### config.mk
export PLATFORM = sky130hd
export DESIGN_NAME = led_port_ctrl_flat
export DESIGN_NICKNAME = d
export VERILOG_FILES = /design/src/rtl/led_port_ctrl_if.sv /design/src/rtl/led_port_ctrl.sv /design/src/flat_wrapper.sv
export SDC_FILE = /design/constraint.sdc
export NUM_CORES = 1
export LEC_CHECK = 0
export CAP_MARGIN = 5
export CORE_ASPECT_RATIO = 0.75
export CORE_UTILIZATION = 30
export DETAILED_ROUTE_END_ITERATION = 10
export DONT_BUFFER_PORTS = 1
export HOLD_SLACK_MARGIN = 0.05
export PLACE_DENSITY = 0.44
export SLEW_MARGIN = 20
export SYNTH_ARGS = -nofsm -noshare
export SYNTH_HDL_FRONTEND = slang
export SYNTH_SLANG_ARGS = --single-unit
### constraint.sdc
create_clock -name clk -period 3.2 [get_ports clk]
set_input_delay 0.64 -clock clk [delete_from_list [all_inputs] [get_ports clk]]
set_output_delay 0.64 -clock clk [all_outputs]
set_load 0.02 [all_outputs]
### src/rtl/led_port_ctrl_if.sv
// led_port_ctrl_if: data-memory strobe bus between the RISC core and the LED port.
// The core drives the strobes, address and write data; the port returns registered read data.
interface led_port_ctrl_if;
    logic        wr_en;
    logic        rd_en;
    logic [1:0]  addr;
    logic [15:0] wdata;
    logic [15:0] rdata;

    modport master (
        output wr_en,
        output rd_en,
        output addr,
        output wdata,
        input  rdata
    );

    modport slave (
        input  wr_en,
        input  rd_en,
        input  addr,
        input  wdata,
        output rdata
    );
endinterface

### src/rtl/led_port_ctrl.sv
// led_port_ctrl: memory-mapped LED output port with per-bit static/blink mode
// and a software-programmable blink half-period (PRESCALE * max(PERIOD,1) clk).
// Register map: 0=DATA, 1=MODE, 2=PERIOD, 3=DUTY (reserved, reads 0, unless LEDPORT_PWM_EN).
// Define LEDPORT_PWM_EN to add an 8-bit DUTY register and free-running PWM dimming.
module led_port_ctrl #(
    parameter int unsigned WIDTH    = 8,
    parameter int unsigned PRESCALE = 4,
    parameter int unsigned PER_W    = 8
) (
    input  logic             clk,
    input  logic             rst,
    led_port_ctrl_if.slave   bus,
    output logic [WIDTH-1:0] led_out
);

    localparam int unsigned PRE_W = (PRESCALE > 1) ? $clog2(PRESCALE) : 1;

    localparam logic [1:0] A_DATA   = 2'd0;
    localparam logic [1:0] A_MODE   = 2'd1;
    localparam logic [1:0] A_PERIOD = 2'd2;

    typedef enum logic {
        PH_OFF = 1'b0,
        PH_ON  = 1'b1
    } phase_t;

    logic [WIDTH-1:0] data_q;
    logic [WIDTH-1:0] mode_q;
    logic [PER_W-1:0] period_q;
    logic [PER_W-1:0] period_eff;
    logic [PRE_W-1:0] pre_cnt;
    logic [PER_W-1:0] blink_cnt;
    phase_t           phase;
    logic             tick;
    logic             period_wr;
    logic             pwm_gate;
    logic [15:0]      rd_val;

    assign tick      = (pre_cnt == PRE_W'(PRESCALE - 1));
    assign period_wr = bus.wr_en && (bus.addr == A_PERIOD);

    // A zero PERIOD behaves as one tick per half-period
    always_comb begin
        period_eff = period_q;
        if (period_q == '0) begin
            period_eff = PER_W'(1);
        end
    end

    // Software-visible DATA/MODE/PERIOD registers; upper write bits are dropped
    always_ff @(posedge clk or negedge rst) begin
        if (!rst) begin
            data_q   <= '0;
            mode_q   <= '0;
            period_q <= PER_W'(1);
        end else if (bus.wr_en) begin
            case (bus.addr)
                A_DATA:   data_q   <= bus.wdata[WIDTH-1:0];
                A_MODE:   mode_q   <= bus.wdata[WIDTH-1:0];
                A_PERIOD: period_q <= bus.wdata[PER_W-1:0];
                default:  ;
            endcase
        end
    end

    // Prescaler, blink counter and phase; a PERIOD write restarts the whole blink cycle
    always_ff @(posedge clk or negedge rst) begin
        if (!rst) begin
            pre_cnt   <= '0;
            blink_cnt <= '0;
            phase     <= PH_OFF;
        end else if (period_wr) begin
            pre_cnt   <= '0;
            blink_cnt <= '0;
            phase     <= PH_OFF;
        end else begin
            pre_cnt <= tick ? '0 : pre_cnt + PRE_W'(1);
            if (tick) begin
                if (blink_cnt == period_eff - PER_W'(1)) begin
                    blink_cnt <= '0;
                    phase     <= (phase == PH_ON) ? PH_OFF : PH_ON;
                end else begin
                    blink_cnt <= blink_cnt + PER_W'(1);
                end
            end
        end
    end

`ifdef LEDPORT_PWM_EN
    logic [7:0] duty_q;
    logic [7:0] pwm_cnt;

    // Free-running PWM counter and DUTY register; DUTY writes never disturb the counter
    always_ff @(posedge clk or negedge rst) begin
        if (!rst) begin
            pwm_cnt <= '0;
            duty_q  <= '0;
        end else begin
            pwm_cnt <= pwm_cnt + 8'd1;
            if (bus.wr_en && (bus.addr == 2'd3)) begin
                duty_q <= bus.wdata[7:0];
            end
        end
    end

    // DUTY of zero bypasses dimming entirely
    always_comb begin
        pwm_gate = (duty_q == '0) || (pwm_cnt < duty_q);
    end
`else
    // No dimming in this build
    always_comb begin
        pwm_gate = 1'b1;
    end
`endif

    // Read mux, zero-extended; address 3 is DUTY only when dimming is built in
    always_comb begin
        rd_val = '0;
        case (bus.addr)
            A_DATA:   rd_val[WIDTH-1:0] = data_q;
            A_MODE:   rd_val[WIDTH-1:0] = mode_q;
            A_PERIOD: rd_val[PER_W-1:0] = period_q;
`ifdef LEDPORT_PWM_EN
            default:  rd_val[7:0]       = duty_q;
`else
            default:  rd_val            = '0;
`endif
        endcase
    end

    // Registered read data; holds when no read is strobed, so a same-edge write returns the old value
    always_ff @(posedge clk or negedge rst) begin
        if (!rst) begin
            bus.rdata <= '0;
        end else if (bus.rd_en) begin
            bus.rdata <= rd_val;
        end
    end

    // Registered LED drive: static bits follow DATA, blink bits follow DATA gated by phase
    always_ff @(posedge clk or negedge rst) begin
        if (!rst) begin
            led_out <= '0;
        end else begin
            led_out <= ((data_q & ~mode_q) | (data_q & mode_q & {WIDTH{phase == PH_ON}}))
                       & {WIDTH{pwm_gate}};
        end
    end

endmodule

### src/flat_wrapper.sv
// flat-port wrapper written by rule: the top's interface ports become plain ports
module led_port_ctrl_flat 
#(
    parameter int unsigned WIDTH    = 8,
    parameter int unsigned PRESCALE = 4,
    parameter int unsigned PER_W    = 8
)
  (clk, rst, led_out, bus_wr_en, bus_rd_en, bus_addr, bus_wdata, bus_rdata);
  led_port_ctrl_if bus_i ();
  input  logic clk;
  input  logic rst;
  output logic [WIDTH-1:0] led_out;
  input wire logic [$bits(bus_i.wr_en)-1:0] bus_wr_en;
  input wire logic [$bits(bus_i.rd_en)-1:0] bus_rd_en;
  input wire logic [$bits(bus_i.addr)-1:0] bus_addr;
  input wire logic [$bits(bus_i.wdata)-1:0] bus_wdata;
  output wire logic [$bits(bus_i.rdata)-1:0] bus_rdata;
  assign bus_i.wr_en = bus_wr_en;
  assign bus_i.rd_en = bus_rd_en;
  assign bus_i.addr = bus_addr;
  assign bus_i.wdata = bus_wdata;
  assign bus_rdata = bus_i.rdata;
  led_port_ctrl #(.WIDTH(WIDTH), .PRESCALE(PRESCALE), .PER_W(PER_W)) u_core (.clk(clk), .rst(rst), .bus(bus_i), .led_out(led_out));
endmodule
# Yosys cells after proc, flatten, opt, wreduce, memory -nomap -nowiden
# Cells that the tools add are included.
# word_totals
mem_bits_rw	0
out_inout_bits	24
in_bits	22
memories	0
latchBits	0
word_cells	40
reg_bits	51
romBits	0
# op_classes
addsub	3
n_mul	0
shift	0
muxes	11
bitwise_logic	5
reduce_logical	9
eq_ne	4
order_cmp	0
div_mod_pow	0
# op_table
cell	count
$mux 8	4
$and 8x8->8	3
$pmux 8 s3	1
$add 8x1->8 const B	1
$eq 8x8->1	1
$logic_not 8->1	1
$not 8->8	1
$or 8x8->8	1
$reduce_and 2->1	4
$sub 8x1->8 const B	1
$eq 2x2->1 const B	2
$mux 1	4
$mux 2	2
$reduce_bool 2->1	2
$add 2x1->2 const B	1
$eq 2x1->1 const B	1
$logic_not 2->1	1
$logic_and 1x1->1	1

# Logic depth before layout (Yosys ltp)
# logic_depth
depth_word	7
depth_mapped	10
depth_no_buf	10

# Worst setup path before layout
# Ideal clock, no wire load.
# synth_path
path_kind	register to register
startpoint	register u_core.period_q[5]
endpoint	register u_core.phase
required_time_ns	3.121
stages_incl_launch_ff	11
synth_period_minus_slack_ns	2.644
slack_ns	0.556
setup_ns	0.079
path_buffers	0
arrival_ns	2.565
cell_sequence	dfrtp_1 -> or4_4 -> nor4_2 -> nor2_1 -> ha_1 -> nand2b_1 -> o211a_1 -> o31ai_1 -> nand3_1 -> a211oi_4 -> mux2i_1
# synth_between
elab_chain_cells	6
# synth_rtl
element	line_no	text
from (decl)	led_port_ctrl.sv:29	logic [PER_W-1:0] period_q;
from (signal assigned)	led_port_ctrl.sv:60	A_PERIOD: period_q <= bus.wdata[PER_W-1:0];
$logic_not 8->1	led_port_ctrl.sv:45	if (period_q == '0) begin
$mux 8 *	led_port_ctrl.sv:45	
$sub 8x1->8 *	led_port_ctrl.sv:79	if (blink_cnt == period_eff - PER_W'(1)) begin
$eq 8x8->1 *	led_port_ctrl.sv:79	
$reduce_bool 2->1 (no line) *	--	
$reduce_and 2->1 (no line) *	--	
to (signal assigned)	led_port_ctrl.sv:81	phase <= (phase == PH_ON) ? PH_OFF : PH_ON;
to (decl)	led_port_ctrl.sv:33	phase_t phase;
# Every way passes the cells marked *; elsewhere a longest branch is shown, timed or not.
# A chain may end at the register's enable or synchronous reset.

# Worst setup path after layout
# layout_path
startpoint	register u_core.period_q[3]
endpoint	register u_core.blink_cnt[2]
# layout_between
elab_chain_cells	7
# layout_rtl
element	line_no	text
$logic_not 8->1	led_port_ctrl.sv:45	
$mux 8 *	led_port_ctrl.sv:45	
$sub 8x1->8 *	led_port_ctrl.sv:79	
$eq 8x8->1 *	led_port_ctrl.sv:79	
$mux 8 *	led_port_ctrl.sv:79	
$mux 8 *	led_port_ctrl.sv:78	if (tick) begin
$mux 8 *	led_port_ctrl.sv:72	end else if (period_wr) begin
to (signal assigned)	led_port_ctrl.sv:83	blink_cnt <= blink_cnt + PER_W'(1);
to (decl)	led_port_ctrl.sv:32	logic [PER_W-1:0] blink_cnt;
# Every way passes the cells marked *; elsewhere a longest branch is shown, timed or not. The select of a mux whose other input is x is not followed.

==> results by group <==
Synth
  • Library cell with the largest summed area after synthesis: dfrtp_1
  • Most frequent cells after synthesis: 50 x dfrtp_1, 27 x nand2_1, 19 x a21oi_1, 19 x nor2_1, 16 x mux2_2
  • Synth unique cells: 45
  • Most common cell in the netlist: dfrtp_1
  • Xor/xnor share of the synthesized area: 0.04148
  • Largest family of logic cells by synthesized area: simple AND/OR/NAND/NOR gates
  • EDFF count, synth: 0
  • Mean area per synthesized cell: 10.60 um^2
  • Post-synthesis compound-gate area fraction: 0.1195
  • Synth Area in Simple Gates: 0.1615
  • Top_reg_cell synth: dfrtp_1
  • Top cells by area, synth: dfrtp_1 49%, mux2_2 7.1%, nand2_1 4.0%
  • Mapped Cells: 239
  • Post-synth top area share: 0.4938
  • Cell Area, Synth: 2534 um^2
  • Synth Area in Adders: 0.01481
  • FFs w/ async S/R, synth: 1.000
  • YS warnings: 0
  • Yosys reg bits: 51
  • Mux cell area share after synthesis: 0.1067
  • Seq/Total Area, Yosys: 0.5042

Min path
  • Worst hold path class: primary input to asynchronous set/reset pin

Drt
  • Avg WL per Cell: 17.17 um
  • ANT nets after route: 0
  • Drt pass-1 iters: 5
  • DRC Markers: 0
  • Via density: 4.766
  • Initial DRC Count: 107
  • Drt total wl: 5.942 mm
  • Vias: 1,649

Cells and area
  • Share of layout cells above drive strength 1: 0.1535
  • Nets: 265
  • Design Area, Final: 2769 um^2
  • Ant. Diodes: 0
  • Area grow syn2layout: 9.284%

Clocking
  • Clk_lat worst skew: 310 ps
  • Clk buf depth: 2
  • Clk sink count: 51
  • Clock transition at the registers of the reported paths: 100 ps
  • Cts bufs inserted: 5
  • CTS tree: done
  • Post-CTS sizing: 0
  • H-tree depth: 2
  • Clk root buf: clkbuf_8

Timing
  • Slew Viols, Final: 0
  • RSZ-0062 raised after global routing: no
  • Worst Skew: 9.923 ps
  • Hold Vio Cnt, Final: 0
  • Min cycle time layout: 2957 ps
  • Period utilization: 0.9240
  • Worst-Margin Slew: 656.2 ps
  • Peak Freq: 338.2 MHz
  • Final setup TNS: 0 ps
  • # setup viols final: 0
  • Slew HR: 0.5612

Critical path
  • CP Class: register to register
  • Crit path buffers/inverters: 0
  • WP data required: 3380 ps
  • Setup crit start kind: register
  • CP max stage delay: 570 ps
  • Crit. End Element: register
  • CP max-delay cell: or4_4
  • Crit Path Max Fanout: 4
  • Crit-path cells: or4_4 -> nor4_2 -> nor2_1 -> ha_1 -> nand2b_1 -> o211a_1 -> o31ai_1 -> nand4_1 -> a211oi_2 -> a211oi_1
  • Cell family with most CP delay: simple AND/OR/NAND/NOR gates
  • Worst EP arrival: 3140 ps

Pwr
  • Sequential power share: 0.501
  • Leak: 0.001205 uW
  • NetSw: 574.1 uW
  • Clock Power Share: 0.293
  • PwrDens: 660.6 nW/um^2
  • Net Sw Frac: 0.3139
  • Combinational share of power: 0.206
  • VDD IR max: 0.0003311 V
  • Internal power: 1255 uW

Placement
  • IO Port Bufs: 0
  • Post-DP HPWL: 4.074 mm
  • Area post-placement: 2609 um^2
  • GP Congestion: 0.7509

Die
  • Core Rows: 28
  • Full die area: 8821 um^2
  • Core Area: 8023 um^2
  • Die width: 108.1 um
  • Ports: 46
  • Starting Density: 0.3158
  • Die height: 81.59 um

GRT
  • GRT Residual Overflow: 0
  • First-pass GRT wire length: 9.349 mm
  • Total Routing Usage GR: 0.1462
  • Initial antenna violation count: 0
  • Largest net degree at the start of global routing: 51
  • Vias in the first global route: 1,645

Run
  • # Max-Cap Violations: 0

Status
  • Status: complete, no violations
-- sequential cells by signal, summed over array words and instances, names as in the netlist --
name and cells:
u_core.data_q 8, u_core.phase 1, u_core.mode_q 8, u_core.period_q 8, u_core.led_out 8, u_core.blink_cnt 8, u_core.pre_cnt 2, u_core.bus.rdata 8
-- logic make-up after synthesis --
group                    Yosys count
flip-flops                        51
buffers and inverters             22
XOR/XNOR                          12
AND/OR/NAND/NOR                   81
multiplexers                      25
adder cells (fa/ha/maj)            3
AO/OA/AOI/OAI                     44
other                              1
-- worst reg2reg max path, delay by kind of cell, from the launching register on --
kind            cells  cell delay (ps)
compound gates      4              930
fa+ha+maj           1              210
flops               1              420
simple gates        5             1270
-- cell usage in the layout, fill, tap and decap left out, types with 3 or more instances in the layout --
cell type,Yosys,final
nor4_1,3,3
clkbuf_8,0,5
dfrtp_1,50,50
nand2_1,27,27
inv_1,4,4
nor2_1,19,19
o21ai_0,4,4
ha_1,3,3
mux2_2,16,16
mux2i_1,9,9
conb_1,1,8
nand3b_1,6,6
buf_4,8,4
nor3_1,6,6
a21oi_1,19,19
nand3_1,5,5
xnor2_1,5,5
xor2_1,7,7
a21boi_0,8,8
-- metal layers --
layer / vias up / GRT usage / routed length [um]
met2: 32 / 0.1828 / 2305
li1: 817 / - / -
met3: 7 / 0.05000 / 381
met4: 0 / 0.03699 / 44
met1: 793 / 0.2291 / 3211
met5: - / 0 / 0
-- repair_timing --
item / CTS / global route
setup buffers: 0 / 0
hold endpoints to repair: 50 / 0
hold buffers: 1 / 0
-- power by group through the flow --
stage               logic [uW]  registers (uW)  clock network (uW)
finish                     377             916                 536
global route               425             936                 582
CTS                        383             917                 554
detailed placement         363             929                   0
global placement           358             927                   0
floorplan                  304             902                   0
-- worst paths after layout --
check | from | endpoint | slack [ps] | cells past startpoint
worst max-delay path | u_core.period_q[3] | u_core.blink_cnt[2] | 240 | 10
worst min-delay path | rst | u_core.period_q[0] | 170 | 0
worst max register to register | u_core.period_q[3] | u_core.blink_cnt[2] | 240 | 10
worst min register to register | u_core.pre_cnt[0] | u_core.pre_cnt[0] | 440 | 1
max in group asynchronous | rst | u_core.blink_cnt[1] | 2790 | 1
min in group clk | bus_rd_en | u_core.bus.rdata[4] | 400 | 1
-- area by class of cell --
| cell class | instances | area, um^2 |
|---|---|---|
| fill | 823 | 5254 |
| sequential | 51 | 1277 |
| multi-input combinational | 173 | 1155 |
| tap | 105 | 131.4 |
| clock buffer | 6 | 72.57 |
| clock inverter | 2 | 60.06 |
| timing repair buffer | 5 | 57.56 |
| inverter | 4 | 15.01 |
-- metrics by stage --
stage	hold slack [ps]	std cells	setup WS [ps]	total power, uW	util
2_1_floorplan	344.4	246	555.8	1205	-
3_3_place_gp	347.6	337	253.1	1285	0.3252
3_5_place_dp	347.0	337	257.7	1292	0.3252
4_1_cts	150.8	346	221.5	1854	0.3451
5_1_grt	143.9	346	66.06	1944	0.3451
6_report	168.1	346	243.2	1829	0.3451
Note: power is estimated with default switching activity, not from simulation.
